### config.mk
export PLATFORM = sky130hd
export DESIGN_NAME = mandel_pixel_scheduler
export DESIGN_NICKNAME = d
export VERILOG_FILES = /design/src/rtl/mandel_pixel_scheduler.sv
export SDC_FILE = /design/constraint.sdc
export NUM_CORES = 1
export LEC_CHECK = 0
export BUFFER_PORTS_ARGS = -buffer_cell sky130_fd_sc_hd__buf_2
export CAP_MARGIN = 0
export CORE_ASPECT_RATIO = 1.2
export CORE_UTILIZATION = 41
export DETAILED_ROUTE_END_ITERATION = 8
export MAX_ROUTING_LAYER = met4
export PLACE_DENSITY = 0.69
export SYNTH_ARGS = -nofsm -noshare
export SYNTH_HDL_FRONTEND = slang
export SYNTH_SLANG_ARGS = --single-unit
### constraint.sdc
create_clock -name clk -period 3.84 [get_ports clk]
set_clock_uncertainty 0.2 [all_clocks]
set_input_delay 0.576 -clock clk [delete_from_list [all_inputs] [get_ports clk]]
set_output_delay 0.576 -clock clk [all_outputs]
set_load 0.05 [all_outputs]
### src/rtl/mandel_pixel_scheduler.sv
// Mandelbrot frame scheduler: walks the raster, hands pixels to free
// engines round-robin and turns engine results into framebuffer writes.
module mandel_pixel_scheduler #(
  parameter int H_RES   = 640,
  parameter int V_RES   = 480,
  parameter int NUM_ENG = 4,
  parameter int ENG_W   = 2,
  parameter int ITER_W  = 8,
  parameter int ADDR_W  = 19
) (
  input  logic                      clk,
  input  logic                      rst,
  input  logic                      frame_start,
  input  logic [NUM_ENG-1:0]        disp_ready,
  output logic                      disp_valid,
  output logic [ENG_W-1:0]          disp_eng,
  output logic [15:0]               pix_x,
  output logic [15:0]               pix_y,
  input  logic [NUM_ENG-1:0]        res_valid,
  input  logic [NUM_ENG*ITER_W-1:0] res_iter,
  output logic [NUM_ENG-1:0]        res_ack,
  output logic                      fb_we,
  output logic [ADDR_W-1:0]         fb_addr,
  output logic [ITER_W-1:0]         fb_data,
  output logic                      busy,
  output logic                      frame_done
);

  localparam int NP = 1 << ENG_W;
  localparam logic [15:0] X_LAST = 16'(H_RES - 1);
  localparam logic [15:0] Y_LAST = 16'(V_RES - 1);

  typedef enum logic [1:0] {
    S_IDLE,
    S_DISPATCH,
    S_DRAIN,
    S_DONE
  } state_t;

  state_t              state_q, state_d;
  logic [15:0]         x_q, x_d;
  logic [15:0]         y_q, y_d;
  logic [ADDR_W-1:0]   addr_q, addr_d;
  logic [NUM_ENG-1:0]  eng_busy_q, eng_busy_d;
  logic                abort_q, abort_d;
  logic [ENG_W-1:0]    dptr_q, dptr_d;
  logic [ENG_W-1:0]    cptr_q, cptr_d;
  logic [ADDR_W-1:0]   addr_tab_q [NP];
  logic [ADDR_W-1:0]   addr_tab_d [NP];

  logic                disp_valid_q, disp_valid_d;
  logic [ENG_W-1:0]    disp_eng_q, disp_eng_d;
  logic [15:0]         pix_x_q, pix_x_d;
  logic [15:0]         pix_y_q, pix_y_d;
  logic [NUM_ENG-1:0]  res_ack_q, res_ack_d;
  logic                fb_we_q, fb_we_d;
  logic [ADDR_W-1:0]   fb_addr_q, fb_addr_d;
  logic [ITER_W-1:0]   fb_data_q, fb_data_d;
  logic                busy_q, busy_d;
  logic                frame_done_q, frame_done_d;

  logic [NP-1:0]       elig, cand;
  logic                d_found, c_found;
  logic [ENG_W-1:0]    d_win, c_win;
  logic [ENG_W-1:0]    di, ci;
  int                  dj, cj;
  logic                last_pix, mid, drained;
  logic                disp_en, abort_now, restart;
  logic [NUM_ENG-1:0]  disp_oh, ack_oh;

  function automatic logic [ENG_W-1:0] ptr_inc(input logic [ENG_W-1:0] p);
    return (int'(p) == NUM_ENG - 1) ? '0 : p + 1'b1;
  endfunction

  // Two independent round-robin arbiters: dispatch and collect.
  always_comb begin
    elig    = NP'(disp_ready & ~eng_busy_q);
    cand    = NP'(res_valid & eng_busy_q);
    d_found = 1'b0;
    c_found = 1'b0;
    d_win   = '0;
    c_win   = '0;
    dj      = 0;
    cj      = 0;
    di      = '0;
    ci      = '0;
    for (int i = 0; i < NUM_ENG; i++) begin
      dj = int'(dptr_q) + i;
      if (dj >= NUM_ENG) dj = dj - NUM_ENG;
      di = ENG_W'(dj);
      if (!d_found && elig[di]) begin
        d_found = 1'b1;
        d_win   = di;
      end
      cj = int'(cptr_q) + i;
      if (cj >= NUM_ENG) cj = cj - NUM_ENG;
      ci = ENG_W'(cj);
      if (!c_found && cand[ci]) begin
        c_found = 1'b1;
        c_win   = ci;
      end
    end
  end

  assign last_pix  = (x_q == X_LAST) && (y_q == Y_LAST);
  assign mid       = (state_q == S_DISPATCH) || (state_q == S_DRAIN);
  assign drained   = (eng_busy_q == '0);
  assign abort_now = abort_q | (frame_start & mid);
  // A mid-frame restart stops dispatch at once, except for the final pixel.
  assign disp_en   = (state_q == S_DISPATCH) && d_found &&
                     (!frame_start || last_pix);
  assign restart   = ((state_q == S_IDLE) && frame_start) ||
                     ((state_q == S_DRAIN) && drained && abort_now);
  assign disp_oh   = disp_en ? (NUM_ENG'(1) << d_win) : '0;
  assign ack_oh    = c_found ? (NUM_ENG'(1) << c_win) : '0;

  always_ff @(posedge clk) begin
    if (rst) begin
      state_q      <= S_IDLE;
      x_q          <= '0;
      y_q          <= '0;
      addr_q       <= '0;
      eng_busy_q   <= '0;
      abort_q      <= 1'b0;
      dptr_q       <= '0;
      cptr_q       <= '0;
      for (int i = 0; i < NP; i++) addr_tab_q[i] <= '0;
      disp_valid_q <= 1'b0;
      disp_eng_q   <= '0;
      pix_x_q      <= '0;
      pix_y_q      <= '0;
      res_ack_q    <= '0;
      fb_we_q      <= 1'b0;
      fb_addr_q    <= '0;
      fb_data_q    <= '0;
      busy_q       <= 1'b0;
      frame_done_q <= 1'b0;
    end else begin
      state_q      <= state_d;
      x_q          <= x_d;
      y_q          <= y_d;
      addr_q       <= addr_d;
      eng_busy_q   <= eng_busy_d;
      abort_q      <= abort_d;
      dptr_q       <= dptr_d;
      cptr_q       <= cptr_d;
      addr_tab_q   <= addr_tab_d;
      disp_valid_q <= disp_valid_d;
      disp_eng_q   <= disp_eng_d;
      pix_x_q      <= pix_x_d;
      pix_y_q      <= pix_y_d;
      res_ack_q    <= res_ack_d;
      fb_we_q      <= fb_we_d;
      fb_addr_q    <= fb_addr_d;
      fb_data_q    <= fb_data_d;
      busy_q       <= busy_d;
      frame_done_q <= frame_done_d;
    end
  end

  always_comb begin
    state_d = state_q;
    unique case (state_q)
      S_IDLE:
        if (frame_start) state_d = S_DISPATCH;
      S_DISPATCH:
        if (frame_start || (disp_en && last_pix)) state_d = S_DRAIN;
      S_DRAIN:
        if (drained) state_d = abort_now ? S_DISPATCH : S_DONE;
      S_DONE:
        state_d = S_IDLE;
    endcase
  end

  always_comb begin
    x_d        = x_q;
    y_d        = y_q;
    addr_d     = addr_q;
    abort_d    = abort_now;
    dptr_d     = dptr_q;
    cptr_d     = cptr_q;
    addr_tab_d = addr_tab_q;
    eng_busy_d = (eng_busy_q | disp_oh) & ~ack_oh;
    if ((state_q == S_DRAIN) && drained) abort_d = 1'b0;
    if (restart) begin
      x_d    = '0;
      y_d    = '0;
      addr_d = '0;
    end else if (disp_en) begin
      addr_tab_d[d_win] = addr_q;
      if (x_q == X_LAST) begin
        x_d = '0;
        y_d = (y_q == Y_LAST) ? '0 : y_q + 16'd1;
      end else begin
        x_d = x_q + 16'd1;
      end
      addr_d = last_pix ? '0 : addr_q + ADDR_W'(1);
    end
    if (disp_en) dptr_d = ptr_inc(d_win);
    if (c_found) cptr_d = ptr_inc(c_win);
  end

  always_comb begin
    disp_valid_d = disp_en;
    disp_eng_d   = disp_en ? d_win : '0;
    pix_x_d      = disp_en ? x_q : '0;
    pix_y_d      = disp_en ? y_q : '0;
    res_ack_d    = ack_oh;
    fb_we_d      = c_found && !abort_now;
    fb_addr_d    = fb_we_d ? addr_tab_q[c_win] : '0;
    fb_data_d    = fb_we_d ? res_iter[int'(c_win)*ITER_W +: ITER_W] : '0;
    busy_d       = (state_d == S_DISPATCH) || (state_d == S_DRAIN);
    frame_done_d = (state_q == S_DONE);
  end

  assign disp_valid = disp_valid_q;
  assign disp_eng   = disp_eng_q;
  assign pix_x      = pix_x_q;
  assign pix_y      = pix_y_q;
  assign res_ack    = res_ack_q;
  assign fb_we      = fb_we_q;
  assign fb_addr    = fb_addr_q;
  assign fb_data    = fb_data_q;
  assign busy       = busy_q;
  assign frame_done = frame_done_q;

endmodule

==> results.sh <==
export IMPL_status="completed"
export IMPL_p_per_area_nw_per_um2=439
export IMPL_antenna_found_initial=1
export IMPL_ioPinCount=112
export IMPL_grt_pass1_vias=7136
export IMPL_fillers=2024
export IMPL_die_y_microns=164
export IMPL_vias=7764
export IMPL_cts_tree="done"
export IMPL_synth_flop_cell="dfxtp_1"
export IMPL_crit_type="flop to flop"
export IMPL_routabilityCongestion=0.811
export IMPL_cts_resized=0
export IMPL_synth_top_area_share_pct=46.2
export IMPL_area_growth_pct=16.3
export IMPL_worstPathArrival_ps=3380
export IMPL_finalPower_mw=4.58
export IMPL_whs_ps=232
export IMPL_avgSynthCellArea_sq_um=9.24
export IMPL_grt_overflow_total=0
export IMPL_multiInputGateArea_sq_um=4450
export IMPL_tns_ps=0
export IMPL_synth_top_cells_by_count="dfxtp_1 (207), a21oi_1 (128), nand3_1 (108)"
export IMPL_synthCells=971
export IMPL_globalRouteTotalUtil_pct=20.6
export IMPL_clkSinkCount=207
export IMPL_htreeDepth=1
export IMPL_r2r_setup_slack_ps=660
export IMPL_clock_insertion_delay_worst_skew_ps=500
export IMPL_synthDistinctLibCells=56
export IMPL_die_area_sq_um=22500
export IMPL_route_detailed_drc=0
export IMPL_synth_area_sq_um=8970
export IMPL_grt_max_degree=90
export IMPL_viasPerCell=5.84
export IMPL_peakVddDrop_v=0.000308
export IMPL_end_kind="flop"
export IMPL_dr_first_iter_drc_count=587
export IMPL_min_period_ps=3180
export IMPL_synth_largest_area_cell="dfxtp_1"
export IMPL_rsz0062_at_grt="no"
export IMPL_yosysMostFrequentCell="dfxtp_1"
export IMPL_synth_enable_flop_cells=0
export IMPL_drive_gt1_share_pct=19.5
export IMPL_hold_path_depth=4
export IMPL_nNetsFinal=1104
export IMPL_utilization_pct=49.2
export IMPL_drt_pass1_iterations=5
export IMPL_finalMaxSlewViolations=0
export IMPL_seq_area_sq_um=4140
export IMPL_ant_nets=0
export IMPL_yosysSeqAreaShare_pct=46.2
export IMPL_critPathRequiredTime_ps=4050
export IMPL_reg2reg_depth=8
export IMPL_tightest_slew_ps=1060
export IMPL_clock_path_buffers=3
export IMPL_maxCapViolations=0
export IMPL_grt_pass1_wl_microns=36400
export IMPL_critPathMaxFanout=79
export IMPL_hold_viol_final=0
export IMPL_routed_wl_microns=22700
export IMPL_cts_reportedPaths_clkPinSlew_ps=60
export IMPL_setup_violations=0
export IMPL_postCtsHoldBufs=0
export IMPL_port_buffers=111
export IMPL_cp_start_kind="flop"
export IMPL_max_freq_ghz=0.315
export IMPL_initial_utilization_pct=42.3
export IMPL_hold_class="input pin to flop"
export IMPL_post_drt_wl_per_cell_microns=17.1
export IMPL_yosysWarnings=0
export IMPL_slew_headroom_pct=29.6
export IMPL_instances_no_fill=1330
export IMPL_p_leak_nw=3.88
export IMPL_synth_nets=1030
export IMPL_cts_root_buf="clkbuf_16"
export IMPL_fp_dieW_microns=137
export IMPL_cts_buffers=22
export IMPL_dpl_hpwl_microns=14000
export IMPL_fin_crit_sh_pct=82.7
export IMPL_synth_area_leaders="dfxtp_1 (46%), a21oi_1 (7.1%), mux4_2 (6.8%)"
export IMPL_ys_ff_latch=207
export IMPL_coreArea_sq_um=21200
export IMPL_postCtsSetupRepairBufs=0
export IMPL_placed_cells=1291
export IMPL_async_reset_ff_share_pct=0
export IMPL_row_count=58
-- cells by family after synthesis --
logic type / synth area share (%)
mux: 7.70
xor+xnor: 0.293
compound gates: 17.3
buf+inv: 4.39
fa+ha+maj: 2.23
simple gates: 21.9
flops: 46.2
-- power breakdown --
group / internal [mW] / total (mW) / switching, mW
logic: 0.110 / 0.354 / 0.244
clock network: 1.22 / 2.05 / 0.832
registers: 2.16 / 2.18 / 0.0137
-- cells in the final DEF (no fill, tap or decap), types with 4 or more instances in the layout --
master     instances
nor2_1            12
clkbuf_16         23
ha_1              16
and2_1            61
dfxtp_1          207
a211oi_1           6
or4_1             24
inv_1             15
clkinv_2           5
clkbuf_1           6
and4_1             7
a31oi_1            4
buf_4             20
mux4_2            27
o21ai_0           93
nand4_1           20
nand2b_1           6
a21oi_1          128
mux2i_1            6
nor4_1             8
nand2_1           28
or3_1             17
o31ai_1           23
nand3b_1           5
nor2b_1            8
nor3_1             6
and3_1            16
buf_2            111
nand3_1          108
-- worst paths after layout --
| kind | end | startpoint |
|---|---|---|
| min reg2reg | addr_tab_q[68]$_SDFFE_PP0P_ | addr_tab_q[68]$_SDFFE_PP0P_ |
| max | addr_tab_q[36]$_SDFFE_PP0P_ | x_q[0]$_SDFFE_PP0P_ |
| max reg2reg | addr_tab_q[36]$_SDFFE_PP0P_ | x_q[0]$_SDFFE_PP0P_ |
| min | cptr_q[0]$_SDFFE_PP0N_ | res_valid[3] |
-- worst max-delay path, stage by stage (launching register included) --
cell and delay, ps:
dfxtp_1 340, ha_1 250, nor4bb_1 160, and4_1 320
a21boi_4 650, buf_12 370, buf_4 370, o21ai_0 160
a21oi_1 230
-- registers in the layout (all words and copies together) (netlist names), 8 cells and up --
register,flops
addr_tab_q,76
addr_q,19
pix_x,16
y_q,16
fb_data,8
fb_addr,19
pix_y,16
x_q,16
-- stage by stage --
stage | cell area [sq um] | setup slack (ps)
CTS | 10400 | 703
global placement | 9740 | 887
floorplan | 8970 | 1180
global route | 10400 | 488
finish | 10400 | 663
detailed placement | 9740 | 791
-- metal layers --
layer | global-route usage (%) | vias to the layer above | share of wire (%)
li1 | - | 3728 | -
met1 | 26.8 | 3757 | 42
met2 | 32.9 | 244 | 50
met3 | 2.87 | 35 | 6.1
met4 | 6.89 | 0 | 2.0
met5 | - | - | 0
-- cell type report --
type	instances	share of cell area (%)
flip-flops and latches	207	39.7
multi-input cells	666	42.7
repair buffers	133	7.15
well taps	270	3.24
diodes	1	0.0240
clock buffers	32	6.13
clock inverters	6	0.528
inverters	15	0.540
(Power assumes the default switching activity.)
